## src/rtl/mem_arbiter_pkg.sv

```systemverilog
// Shared types for the byte-wide memory port arbiter: FSM states, grant owner, access-size decode.
package mem_arbiter_pkg;

  typedef enum logic [2:0] {
    MA_IDLE,
    MA_IFETCH,
    MA_LOAD,
    MA_STORE,
    MA_GAP
  } ma_state_t;

  typedef enum logic {
    GRANT_IC  = 1'b0,
    GRANT_LSB = 1'b1
  } grant_t;

  localparam logic [1:0] SIZE_BYTE = 2'd0;
  localparam logic [1:0] SIZE_HALF = 2'd1;
  localparam logic [1:0] SIZE_WORD = 2'd2;
  localparam logic [2:0] IC_BYTES  = 3'd4;

  // Size code 3 is not a legal access; it is handled as a full word.
  function automatic logic [2:0] size_bytes(input logic [1:0] size);
    case (size)
      SIZE_BYTE: return 3'd1;
      SIZE_HALF: return 3'd2;
      SIZE_WORD: return 3'd4;
      default:   return 3'd4;
    endcase
  endfunction

endpackage

```

## src/rtl/mem_arbiter.sv

```systemverilog
// Owns the byte-wide RAM/IO port: round-robin between icache refills and LSB accesses,
// sequencing each as 1/2/4 byte cycles; reads finish at cycle n, writes at cycle n-1.
module mem_arbiter #(
  parameter logic [31:0] IO_BASE  = 32'h0003_0000,
  parameter int          IDLE_GAP = 1
) (
  input  logic        clk,
  input  logic        rst,
  input  logic        rdy,
  input  logic        flush,
  input  logic        io_buffer_full,
  input  logic        ic_req,
  input  logic [31:0] ic_addr,
  output logic        ic_done,
  output logic [31:0] ic_data,
  input  logic        lsb_req,
  input  logic        lsb_we,
  input  logic [1:0]  lsb_size,
  input  logic [31:0] lsb_addr,
  input  logic [31:0] lsb_wdata,
  output logic        lsb_done,
  output logic [31:0] lsb_rdata,
  output logic [31:0] mem_a,
  output logic        mem_wr,
  output logic [7:0]  mem_dout,
  input  logic [7:0]  mem_din
);
  import mem_arbiter_pkg::*;

  ma_state_t   state;
  grant_t      last_grant;
  logic [2:0]  cnt;
  logic [2:0]  n_q;
  logic [31:0] addr_q;
  logic [31:0] wdata_q;
  logic [31:0] data_q;
  logic [7:0]  gap_cnt;

  logic        pick_ic;
  logic        pick_lsb;
  ma_state_t   grant_st;
  logic [31:0] g_addr;
  logic [2:0]  g_n;
  logic        g_io_stall;
  logic        io_stall;
  logic [1:0]  cap_idx;
  logic [31:0] rd_word;

  // While flushing only a committed store may start; speculative traffic waits.
  always_comb begin
    pick_ic  = 1'b0;
    pick_lsb = 1'b0;
    if (flush) begin
      pick_lsb = lsb_req & lsb_we;
    end else if (ic_req & lsb_req) begin
      pick_lsb = (last_grant == GRANT_IC);
      pick_ic  = ~pick_lsb;
    end else begin
      pick_ic  = ic_req;
      pick_lsb = lsb_req;
    end

    grant_st = MA_IDLE;
    if (pick_ic)       grant_st = MA_IFETCH;
    else if (pick_lsb) grant_st = lsb_we ? MA_STORE : MA_LOAD;

    g_addr     = pick_ic ? ic_addr : lsb_addr;
    g_n        = pick_ic ? IC_BYTES : size_bytes(lsb_size);
    g_io_stall = (lsb_addr >= IO_BASE) && io_buffer_full;
    io_stall   = (addr_q >= IO_BASE) && io_buffer_full;

    // mem_din carries the byte addressed in the previous cycle.
    cap_idx = 2'(cnt - 3'd1);
    rd_word = data_q;
    rd_word[{cap_idx, 3'b000} +: 8] = mem_din;
  end

  always_ff @(posedge clk) begin
    if (rst) begin
      state      <= MA_IDLE;
      last_grant <= GRANT_IC;
      cnt        <= '0;
      n_q        <= '0;
      addr_q     <= '0;
      wdata_q    <= '0;
      data_q     <= '0;
      gap_cnt    <= '0;
      ic_done    <= 1'b0;
      lsb_done   <= 1'b0;
      mem_wr     <= 1'b0;
      mem_a      <= '0;
      mem_dout   <= '0;
      ic_data    <= '0;
      lsb_rdata  <= '0;
    end else if (rdy) begin
      ic_done  <= 1'b0;
      lsb_done <= 1'b0;
      mem_wr   <= 1'b0;
      case (state)
        MA_IDLE: begin
          if (grant_st != MA_IDLE) begin
            state      <= grant_st;
            last_grant <= (grant_st == MA_IFETCH) ? GRANT_IC : GRANT_LSB;
            addr_q     <= g_addr;
            n_q        <= g_n;
            wdata_q    <= lsb_wdata;
            data_q     <= '0;
            mem_a      <= g_addr;
            cnt        <= 3'd1;
            if (grant_st == MA_STORE) begin
              if (g_io_stall) begin
                cnt <= 3'd0;
              end else begin
                mem_wr   <= 1'b1;
                mem_dout <= lsb_wdata[7:0];
                lsb_done <= (g_n == 3'd1);
              end
            end
          end
        end
        MA_IFETCH, MA_LOAD: begin
          if (flush) begin
            state   <= MA_GAP;
            gap_cnt <= '0;
          end else begin
            data_q <= rd_word;
            if (cnt == n_q) begin
              state   <= MA_GAP;
              gap_cnt <= '0;
              if (state == MA_IFETCH) begin
                ic_done <= 1'b1;
                ic_data <= rd_word;
              end else begin
                lsb_done  <= 1'b1;
                lsb_rdata <= rd_word;
              end
            end else begin
              mem_a <= addr_q + 32'(cnt);
              cnt   <= cnt + 3'd1;
            end
          end
        end
        MA_STORE: begin
          if (cnt == n_q) begin
            state   <= MA_GAP;
            gap_cnt <= '0;
          end else if (!io_stall) begin
            mem_a    <= addr_q + 32'(cnt);
            mem_wr   <= 1'b1;
            mem_dout <= wdata_q[{cnt[1:0], 3'b000} +: 8];
            cnt      <= cnt + 3'd1;
            lsb_done <= (cnt + 3'd1 == n_q);
          end
        end
        MA_GAP: begin
          if (int'(gap_cnt) + 1 >= IDLE_GAP) state <= MA_IDLE;
          else gap_cnt <= gap_cnt + 8'd1;
        end
        default: state <= MA_IDLE;
      endcase
    end
  end

endmodule
```

## config.mk

```make
export PLATFORM = sky130hd
export DESIGN_NAME = mem_arbiter
export DESIGN_NICKNAME = d
export VERILOG_FILES = /design/src/rtl/mem_arbiter_pkg.sv /design/src/rtl/mem_arbiter.sv
export SDC_FILE = /design/constraint.sdc
export NUM_CORES = 1
export LEC_CHECK = 0
export ABC_AREA = 1
export BUFFER_PORTS_ARGS = -buffer_cell sky130_fd_sc_hd__buf_2
export CAP_MARGIN = 20
export CORE_MARGIN = 2
export CORE_UTILIZATION = 55
export CTS_CLUSTER_DIAMETER = 50
export DETAILED_ROUTE_END_ITERATION = 16
export PLACE_DENSITY = 0.8
export SLEW_MARGIN = 25
export SYNTH_ARGS = -nofsm -noshare
export SYNTH_HDL_FRONTEND = slang
export SYNTH_SLANG_ARGS = --single-unit
```

## constraint.sdc

```tcl
create_clock -name clk -period 5.9 [get_ports clk]
set_input_delay 0.295 -clock clk [delete_from_list [all_inputs] [get_ports clk]]
set_output_delay 0.295 -clock clk [all_outputs]
set_load 0.03 [all_outputs]
```

After elaboration in Yosys (flattened, before gate mapping)

Cells that the tools add are included.

Flip-flop bits (word level): 221
Input port bits: 114
Output and inout bits: 107
Word-level logic and storage cells: 132

$add $sub $neg: 6
$lt $le $gt $ge: 3
Eq/ne operators: 19
Shift-type cells: 3
Muxes and demuxes: 63
Bitwise operators: 5
Reduce and logical (&&, ||, !) cells: 18

Operator list:

| operator                                                                               | count |
|---|---|
| 32-bit two-way mux                                                                     | 8 |
| 32-bit one-hot mux with 3 select lines                                                 | 1 |
| 32-bit by 18-bit greater-or-equal comparator with 1-bit output (second input constant) | 2 |
| 8-bit two-way mux                                                                      | 8 |
| 32-bit one-hot mux with 2 select lines                                                 | 1 |
| 32-bit by 3-bit adder with 32-bit output                                               | 1 |
| 32-bit bitwise mux                                                                     | 1 |
| 8-bit by 7-bit variable shift with 32-bit output (first input constant)                | 1 |
| 32-bit by 6-bit indexed part select with 8-bit output                                  | 1 |
| 8-bit by 7-bit indexed part select with 32-bit output                                  | 1 |
| 3-bit two-way mux                                                                      | 10 |
| 1-bit two-way mux                                                                      | 25 |
| 8-bit one-hot mux with 3 select lines                                                  | 1 |
| 2-bit != test (second input constant)                                                  | 9 |
| 8-bit one-hot mux with 2 select lines                                                  | 1 |
| 7-bit AND reduction                                                                    | 2 |
| 3-bit one-hot mux with 4 select lines                                                  | 1 |
| 5-bit AND reduction                                                                    | 2 |
| 8-bit by 1-bit adder with 9-bit output (second input constant)                         | 1 |
| 3-bit by 1-bit equality test with 1-bit output (second input constant)                 | 3 |
| 3-bit by 2-bit equality test with 1-bit output (second input constant)                 | 3 |
| 9-bit by 1-bit greater-or-equal comparator with 1-bit output (second input constant)   | 1 |
| 3-bit one-hot mux with 3 select lines                                                  | 1 |
| 3-bit AND reduction                                                                    | 3 |
| other kinds (20)                                                                       | 29 |

Longest topological paths before layout

Gate-level depths: netlist of the first run.

Word-level depth: 9
Gate-level depth with buffers: 13
Gate-level depth less buffers: 13

Worst setup path before layout of the first run

OpenSTA, ideal clock, no wires.

Path type: reg2reg
From: reg cnt[0]
To: reg mem_a[10]
Library setup time: 0.117 ns
Data arrival time: 2.150 ns
Data required time: 5.783 ns
Slack: 3.633 ns
Stages on the path, launching flop included: 14
Buffers on the path: 0
Period minus slack after synthesis: 2.267 ns
Cell sequence: dfxtp_1 -> ha_1 -> inv_1 -> fa_1 -> nor2_1 -> nor2_1 -> nor2_2 -> nand2_1 -> nor2_1 -> nand2_1 -> nand3_1 -> o21ai_0 -> nor2_1 -> nor2_1

Cells in the longest elaborated chain, start to end: 4
Elaborated cells on any way between the ends: 10
Those cells by class: add/sub (1); eq/ne (3); mux (5); reduce/logical (1)

Ends and longest elaborated chain:

| element                                  | RTL line                               | RTL |
|---|---|---|
| start, declared                          | mem_arbiter.sv:32                      | `logic [2:0] cnt;` |
| start signal, assigned                   | mem_arbiter.sv:139                     | `cnt <= cnt + 3'd1;` |
| start signal, assigned                   | mem_arbiter.sv:151                     | `cnt <= cnt + 3'd1;` |
| 32-bit by 3-bit adder with 32-bit output | mem_arbiter.sv:138, mem_arbiter.sv:148 |  |
| 32-bit two-way mux (on tied branches)    | mem_arbiter.sv:147, mem_arbiter.sv:127 |  |
| 32-bit two-way mux (on tied branches)    | mem_arbiter.sv:144, mem_arbiter.sv:122 |  |
| 32-bit one-hot mux with 3 select lines   | mem_arbiter.sv:99                      | `case (state)` |
| end signal, assigned                     | mem_arbiter.sv:108                     | `mem_a <= g_addr;` |
| end signal, assigned                     | mem_arbiter.sv:138                     | `mem_a <= addr_q + 32'(cnt);` |
| end signal, assigned                     | mem_arbiter.sv:148                     | `mem_a <= addr_q + 32'(cnt);` |
| end, declared                            | mem_arbiter.sv:23                      | `output logic [31:0] mem_a,` |

Several ways; a longest one is shown, not always the timed one. The select of a mux whose other input is x is not followed.
A chain may end at the register's enable or synchronous reset.

Final worst setup path of the first run

From: reg last_grant
To: reg n_q[1]

Cells in the longest elaborated chain, start to end: 7
Elaborated cells on any way between the ends: 10
Those cells by class: mux (7); bitwise (1); reduce/logical (2)

Ends and longest elaborated chain:

| element                       | RTL line           | RTL |
|---|---|---|
| start, declared               | mem_arbiter.sv:31  | `grant_t last_grant;` |
| start signal, assigned        | mem_arbiter.sv:103 | `last_grant <= (grant_st == MA_IFETCH) ? GRANT_IC : GRANT_LSB;` |
| 1-bit NOT                     | mem_arbiter.sv:56  | `pick_lsb = (last_grant == GRANT_IC);` |
| 1-bit two-way mux             | mem_arbiter.sv:55  | `end else if (ic_req & lsb_req) begin` |
| 1-bit two-way mux             | mem_arbiter.sv:53  | `if (flush) begin` |
| 2-bit two-way mux             | mem_arbiter.sv:65  | `else if (pick_lsb) grant_st = lsb_we ? MA_STORE : MA_LOAD;` |
| 2-bit two-way mux             | mem_arbiter.sv:64  | `if (pick_ic) grant_st = MA_IFETCH;` |
| 3-bit nonzero test            | mem_arbiter.sv:101 | `if (grant_st != MA_IDLE) begin` |
| 3-bit AND reduction (no line) | -                  |  |
| end signal, assigned          | mem_arbiter.sv:105 | `n_q <= g_n;` |
| end, declared                 | mem_arbiter.sv:33  | `logic [2:0] n_q;` |

Several ways; a longest one is shown, not always the timed one.

==> metrics.cfg, run 1 <==
[status]
run_status = finished clean

[setup_path]
crit_path_frequent_cell = nand2_1
timing.critical_path.to = n_q[1]
timing.reg2reg.setup_slack_ns = 2.60
series_of_cell_instances_along_the_critical_path = inv_1 -> nand2_1 -> nand2_2 -> nand2_1 -> nand2_1 -> buf_4 -> inv_2 -> buf_4 -> nand2_1 -> nor2_1 -> nand2_1 -> a21oi_1
arrival_ns = 3.74
crit_family = buffers and inverters
category_of_the_most_critical_setup_path = reg2reg
critical_path.slowest_cell = inv_2
cp-startpoint = last_grant
slowest_delay_ns = 0.63
crit_fanout = 50
critPathBufInv = 4
worst_r2r_startpoint = last_grant
rr_worst_depth = 12
timing.rr.end = n_q[1]
startpoint_type_of_the_worst_setup_path = flop
critical_path_depth = 12
crit_path_end_kind = flop
worstPathRequired_ns = 6.34

[timing]
number_of_slew_limit_violations_in_the_final_report = 0
fin_skew_ns = 0.007635
timing.fmax_ghz = 0.3034
slew_headroom_pct = 30.32
fin_ws_ns = 2.604
min_clock_period_post_route_ns = 3.296
report.final.hold_viol_count = 0
fin_hold_ws_ns = 0.02688
post-route-period-util_pct = 55.87
rsz_0062_raised_after_global_routing = false
worstMarginPinSlew_ns = 1.045
setup_violation_total_in_the_final_timing_report = 0
setup-tns-final_ns = 0

[clocking]
tritoncts = built
max_buffers_root_to_sink = 3
root_buffer = clkbuf_16
count_of_hold_fix_buffers_inserted_at_cts = 0
worst_setup_hold_path_clk_slew_ns = 0.06
number_of_sinks_handled_by_clock_tree_synthesis = 221
cts_max_level = 1
clock_insertion_delay_worst_skew_ns = 0.52
cts_post_setup_buffers_inserted = 0
tritoncts.num_buffers = 26
resized_gates_after_cts = 0

[die]
fp.dieH_um = 143.7
ioPinCount = 221
floorplan.die.width_um = 143.7
initial_core_util_pct = 55.67
floorplan.die_area_um2 = 20640
core_region_um2 = 19270
core.rowCount = 51

[place]
port_buffers = 220
gp_congestion = 0.9084
placedInstanceArea_um2 = 11830
final_hpwl_dp_um = 20830
detailedPlace.worstSlack_ns = 2.411

[logic_synthesis]
synthesis.instances = 1563
synthesis.nets = 1689
postSynth.topFlopCell = dfxtp_1
syn_area_um2 = 10730
ys.warnings.count = 0
yosys_register_bits = 221
synth-async-reset-ratio_pct = 0
yosysUniqueCellTypes = 43
syn-mean-instance-area_um2 = 6.864
synth_seq_area_share_pct = 41.24
synth_enable_flop_cells = 0

[layout]
most_frequent_standard_cell_in_the_layout_excluding_fill_and_tap_cells = nor2_1
num_antenna_cells = 0
layout-area-overhead-vs-synth_pct = 18.52
final_design_area_no_fill_um2 = 12710
post_route_cells_drive_above_1_share_pct = 17.12
layout_common_cells = nor2_1 (310), nand2_1 (295), dfxtp_1 (220), buf_2 (220), o21ai_0 (139)
layout.nets = 1858

[routing]
route.vias.total = 10930
route.detailed.vias_per_inst = 5.432
finalWirelength_um = 30510
detail_route.first_pass.iterations = 5
post_drt_wl_per_cell_um = 15.16
routed_antenna_nets = 0
drc = 0
detailedRoute.firstIterationViolations = 808

[global_routing]
number_of_global_route_vias_before_repair = 9868
grt-busiest-layer = met2
met3_global_route_usage_pct = 3.732
grt_max_degree = 94
grt_first_pass_wirelength_um = 48070
grt_remaining_overflow = 0
grt_use_met1_pct = 39.66
antenna_found_initial = 0
gr-usage-all-layers_pct = 28.79
met2_usage_pct = 47.54

[pwr]
p_leak_uw = 0.005594
finalPower_uw = 3933
vdd.ir_drop.worst_uv = 205.4
power_per_cell_area_nw_per_um2 = 309.3

[job]
max_cap_check_violation_count = 0

[worst_hold_path]
hold_path.class = in2reg

==> how the worst min path moves through the flow <==
stage / start / end / slack, ns / cells past startpoint
floorplan: wdata_q[7] / wdata_q[7] / 0.43 / 2
global placement: ic_data[24] / ic_data[24] / 0.43 / 2
detailed placement: ic_data[2] / ic_data[2] / 0.43 / 2
CTS: lsb_wdata[11] / wdata_q[11] / 0.02 / 3
global route: lsb_wdata[12] / wdata_q[12] / 0.03 / 3
finish: lsb_wdata[8] / wdata_q[8] / 0.03 / 3
==> sequential cells by signal (all words and copies together), names as in the netlist, 8 cells and up <==
| signal | count |
|---|---|
| addr_q | 32 |
| data_q | 32 |
| ic_data | 32 |
| lsb_rdata | 32 |
| mem_a | 32 |
| wdata_q | 32 |
| gap_cnt | 8 |
| mem_dout | 8 |
==> synthesized netlist by cell type (12+ instances only) <==
cell	n	area, µm²
nand2_1	297	1115
dfxtp_1	221	4424
o22ai_1	12	75.07
o21ai_0	139	695.7
o21ai_1	27	135.1
nand3b_1	13	97.59
buf_2	34	170.2
a21oi_1	84	420.4
a211oi_1	27	202.7
clkbuf_1	42	157.7
nor2_1	310	1164
nand3_1	86	430.4
inv_1	119	446.7
mux2i_1	19	190.2
a22oi_1	32	240.2
==> where the power goes <==
part	total (µW)	internal, µW	switching, µW	leakage [µW]
Combinational	639	197	442	0.00338
Sequential	1660	1580	75.7	0.00180
Clock	1640	1020	615	0.000420
Total	3930	2800	1130	0.00559
==> per-layer routing <==
| metal | wire (µm) | vias to the layer above |
|---|---|---|
| met5 | 0 | - |
| met4 | 589 | 0 |
| met3 | 2453 | 51 |
| met2 | 14010 | 454 |
| met1 | 13450 | 4979 |
| li1 | - | 5445 |
==> stage by stage <==
stage,util [%],cells
4_1_cts,65.95,2012
2_1_floorplan,-,1563
5_1_grt,65.98,2012
6_report,65.98,2012
3_5_place_dp,61.39,1969
3_3_place_gp,61.39,1969
==> worst reg2reg max path: stages, from the launching register on <==
cell and delay [ns]:
dfxtp_1 0.37, inv_1 0.05, nand2_1 0.06, nand2_2 0.52, nand2_1 0.24, nand2_1 0.07, buf_4 0.27, inv_2 0.64
buf_4 0.51, nand2_1 0.12, nor2_1 0.18, nand2_1 0.07, a21oi_1 0.11
==> kinds of logic after synthesis <==
group,after synthesis,share of synthesized area [%]
fa+ha+maj,12,1.470
buf+inv,214,8.059
mux,19,1.773
compound gates,339,17.76
simple gates,748,28.88
xor+xnor,10,0.8165
flops,221,41.24
==> area by class of cell <==
class,instances,area (µm²)
Sequential cell,221,4425
Inverter,129,485.5
Multi-Input combinational cell,1128,5449
Fill cell,1777,6556
Clock inverter,7,117.6
Tap cell,265,331.6
Clock buffer,36,759.5
Timing Repair Buffer,226,1146
Power figures use the tool's default switching activity.
==> inputs of run 2 (changes only) <==
- CORE_UTILIZATION: 55 -> 50
- PLACE_DENSITY: 0.8 -> 0.77
- clock period: 5.9 -> 2.7 ns (I/O delays scaled with it)
==> metrics.cfg, run 2 (synthesized netlist as in run 1, its figures left out) <==
[timing]
worstMarginPinSlew_ns = 1.058  ; was 1.045 ns
min_clock_period_post_route_ns = 2.438  ; was 3.296 ns
timing.fmax_ghz = 0.4101  ; was 0.3034 GHz
post-route-period-util_pct = 90.31  ; was 55.87%
number_of_slew_limit_violations_in_the_final_report = 0  ; unchanged
fin_skew_ns = 0.01942  ; was 0.007635 ns
rsz_0062_raised_after_global_routing = false  ; unchanged
report.final.hold_viol_count = 0  ; unchanged
setup_violation_total_in_the_final_timing_report = 0  ; unchanged
setup-tns-final_ns = 0  ; unchanged
slew_headroom_pct = 29.44  ; was 30.32%
fin_hold_ws_ns = 0.01711  ; was 0.02688 ns

[die]
initial_core_util_pct = 51.03  ; was 55.67%
core_region_um2 = 21020  ; was 19270 µm²
floorplan.die.width_um = 150.5  ; was 143.7 µm
ioPinCount = 221  ; unchanged
fp.dieH_um = 150.5  ; was 143.7 µm
floorplan.die_area_um2 = 22640  ; was 20640 µm²
core.rowCount = 53  ; was 51

[setup_path]
timing.reg2reg.setup_slack_ns = 0.26  ; was 2.60 ns
critical_path.slowest_cell = fa_1  ; was inv_2
worst_r2r_startpoint = cnt[0]  ; was last_grant
critPathBufInv = 1  ; was 4
crit_path_end_kind = flop  ; unchanged
cp-startpoint = cnt[0]  ; was last_grant
category_of_the_most_critical_setup_path = reg2reg  ; unchanged
series_of_cell_instances_along_the_critical_path = ha_1 -> inv_1 -> fa_1 -> nor2_1 -> nor2_1 -> nor2_2 -> nand2_1 -> nor2_1 -> nand2_1 -> nand3_1 -> o21ai_0 -> nor2_1 -> nor2_1  ; was inv_1 -> nand2_1 -> nand2_2 -> nand2_1 -> nand2_1 -> buf_4 -> inv_2 -> buf_4 -> nand2_1 -> nor2_1 -> nand2_1 -> a21oi_1
arrival_ns = 2.85  ; was 3.74 ns
crit_path_frequent_cell = nor2_1  ; was nand2_1
crit_family = simple AND/OR/NAND/NOR gates  ; was buffers and inverters
slowest_delay_ns = 0.39  ; was 0.63 ns
crit_fanout = 6  ; was 50
startpoint_type_of_the_worst_setup_path = flop  ; unchanged
worstPathRequired_ns = 3.11  ; was 6.34 ns

[place]
placed_cells = 1995  ; was 1969
port_buffers = 220  ; unchanged
final_hpwl_dp_um = 21590  ; was 20830 µm
gp_congestion = 0.9582  ; was 0.9084

[routing]
route.vias.total = 11180  ; was 10.93k
detailedRoute.firstIterationViolations = 774  ; was 808
route.detailed.vias_per_inst = 5.364  ; was 5.432
post_drt_wl_per_cell_um = 15.57  ; was 15.16 µm
detail_route.first_pass.iterations = 5  ; unchanged
drc = 0  ; unchanged
finalWirelength_um = 32450  ; was 30510 µm
routed_antenna_nets = 0  ; unchanged

[clocking]
cts_max_level = 1  ; unchanged
tritoncts.num_buffers = 27  ; was 26
max_buffers_root_to_sink = 3  ; unchanged
worst_setup_hold_path_clk_slew_ns = 0.06  ; about the same
cts_post_setup_buffers_inserted = 0  ; unchanged
tritoncts = built  ; unchanged
clock_insertion_delay_worst_skew_ns = 0.54  ; was 0.52 ns
number_of_sinks_handled_by_clock_tree_synthesis = 221  ; unchanged
root_buffer = clkbuf_16  ; unchanged

[global_routing]
gr-usage-all-layers_pct = 27.63  ; was 28.79%
antenna_found_initial = 1  ; was 0
grt_remaining_overflow = 0  ; unchanged
number_of_global_route_vias_before_repair = 10300  ; was 9868
grt_max_degree = 93  ; was 94
grt_first_pass_wirelength_um = 50660  ; was 48070 µm

[layout]
layout_common_cells = nor2_1 (310), nand2_1 (295), dfxtp_1 (221)  ; was nor2_1 (310), nand2_1 (295), dfxtp_1 (220), buf_2 (220), o21ai_0 (139)
finalNonFillerCells = 2084  ; was 2012
layout-area-overhead-vs-synth_pct = 24.70  ; was 18.52%
layout.nets = 1912  ; was 1858
most_frequent_standard_cell_in_the_layout_excluding_fill_and_tap_cells = nor2_1  ; unchanged
post_route_cells_drive_above_1_share_pct = 17.93  ; was 17.12%

[status]
run_status = finished clean  ; unchanged

[pwr]
p_leak_uw = 0.005893  ; was 0.005594 µW
vdd.ir_drop.worst_uv = 413.8  ; was 205.4 µV
power_per_cell_area_nw_per_um2 = 672.8  ; was 309.3 nW/µm²

[job]
max_cap_check_violation_count = 0  ; unchanged

[worst_hold_path]
timing.hold.worst.start = ic_addr[5]  ; was lsb_wdata[8]
hold_path.class = in2reg  ; unchanged

==> run 2: changes by cell type in the layout (fill, tap and decap cells not counted), moves of 2 or more <==
cell and delta:
dlygate4sd3_1 +36, inv_6 +2, inv_8 +2, buf_12 +2
clkinv_4 +2, diode_2 +2, buf_4 +12, clkbuf_1 -2
==> run 2: report_power, final <==
group | internal, µW | switching [µW] | leakage, µW
clock network | 2410 | 1470 | 0.000472
registers | 3460 | 151 | 0.00180
logic | 504 | 1010 | 0.00362
==> run 2: worst register-to-register path, cell delays in order (launching register included) <==
cell and delay [ns]:
dfxtp_1 0.33, ha_1 0.16, inv_1 0.05, fa_1 0.39, nor2_1 0.19, nor2_1 0.07, nor2_2 0.25, nand2_1 0.19
nor2_1 0.28, nand2_1 0.08, nand3_1 0.09, o21ai_0 0.08, nor2_1 0.10, nor2_1 0.06
==> run 2: worst paths after layout <==
| check | to | depth (start not counted) |
|---|---|---|
| max | mem_a[10] | 13 |
| min reg2reg | ic_data[3] | 2 |
| max reg2reg | mem_a[10] | 13 |
| min | addr_q[5] | 3 |
==> run 2: layout make-up <==
class	count	area (µm²)
fill	1908	7644
antenna	2	5.005
tap	275	344.1
timing repair buffer	279	1700
clock inverter	15	210.2
multi-input combinational	1128	5444
sequential	221	4424
inverter	129	484.2
clock buffer	35	765.7
==> run 2: routing by layer <==
metal	track usage, %	wire [µm]	share of wire (%)
met1	37.48	14390	44
met2	46.14	15130	47
met3	4.182	2251	6.9
met4	6.887	681	2.1
met5	0	0	0
==> run 2: stage by stage <==
step / setup WS (ns) / area (µm²) / util [%] / power, µW
after CTS: 0.1604 / 13340 / 63.44 / 9023
after detailed placement: 0.3452 / 12000 / 57.09 / 5115
after global routing: 0.03809 / 13370 / 63.62 / 9364
after floorplan: 0.4331 / 10730 / - / 4641
final: 0.2616 / 13380 / 63.64 / 9000
after global placement: 0.4233 / 12000 / 57.09 / 5095
==> run 2: repair_timing <==
action | CTS | global route
setup endpoints to repair | 0 | 1
endpoints found under the hold margin | 36 | 0
resized for setup | 0 | 2
hold buffers | 36 | 0
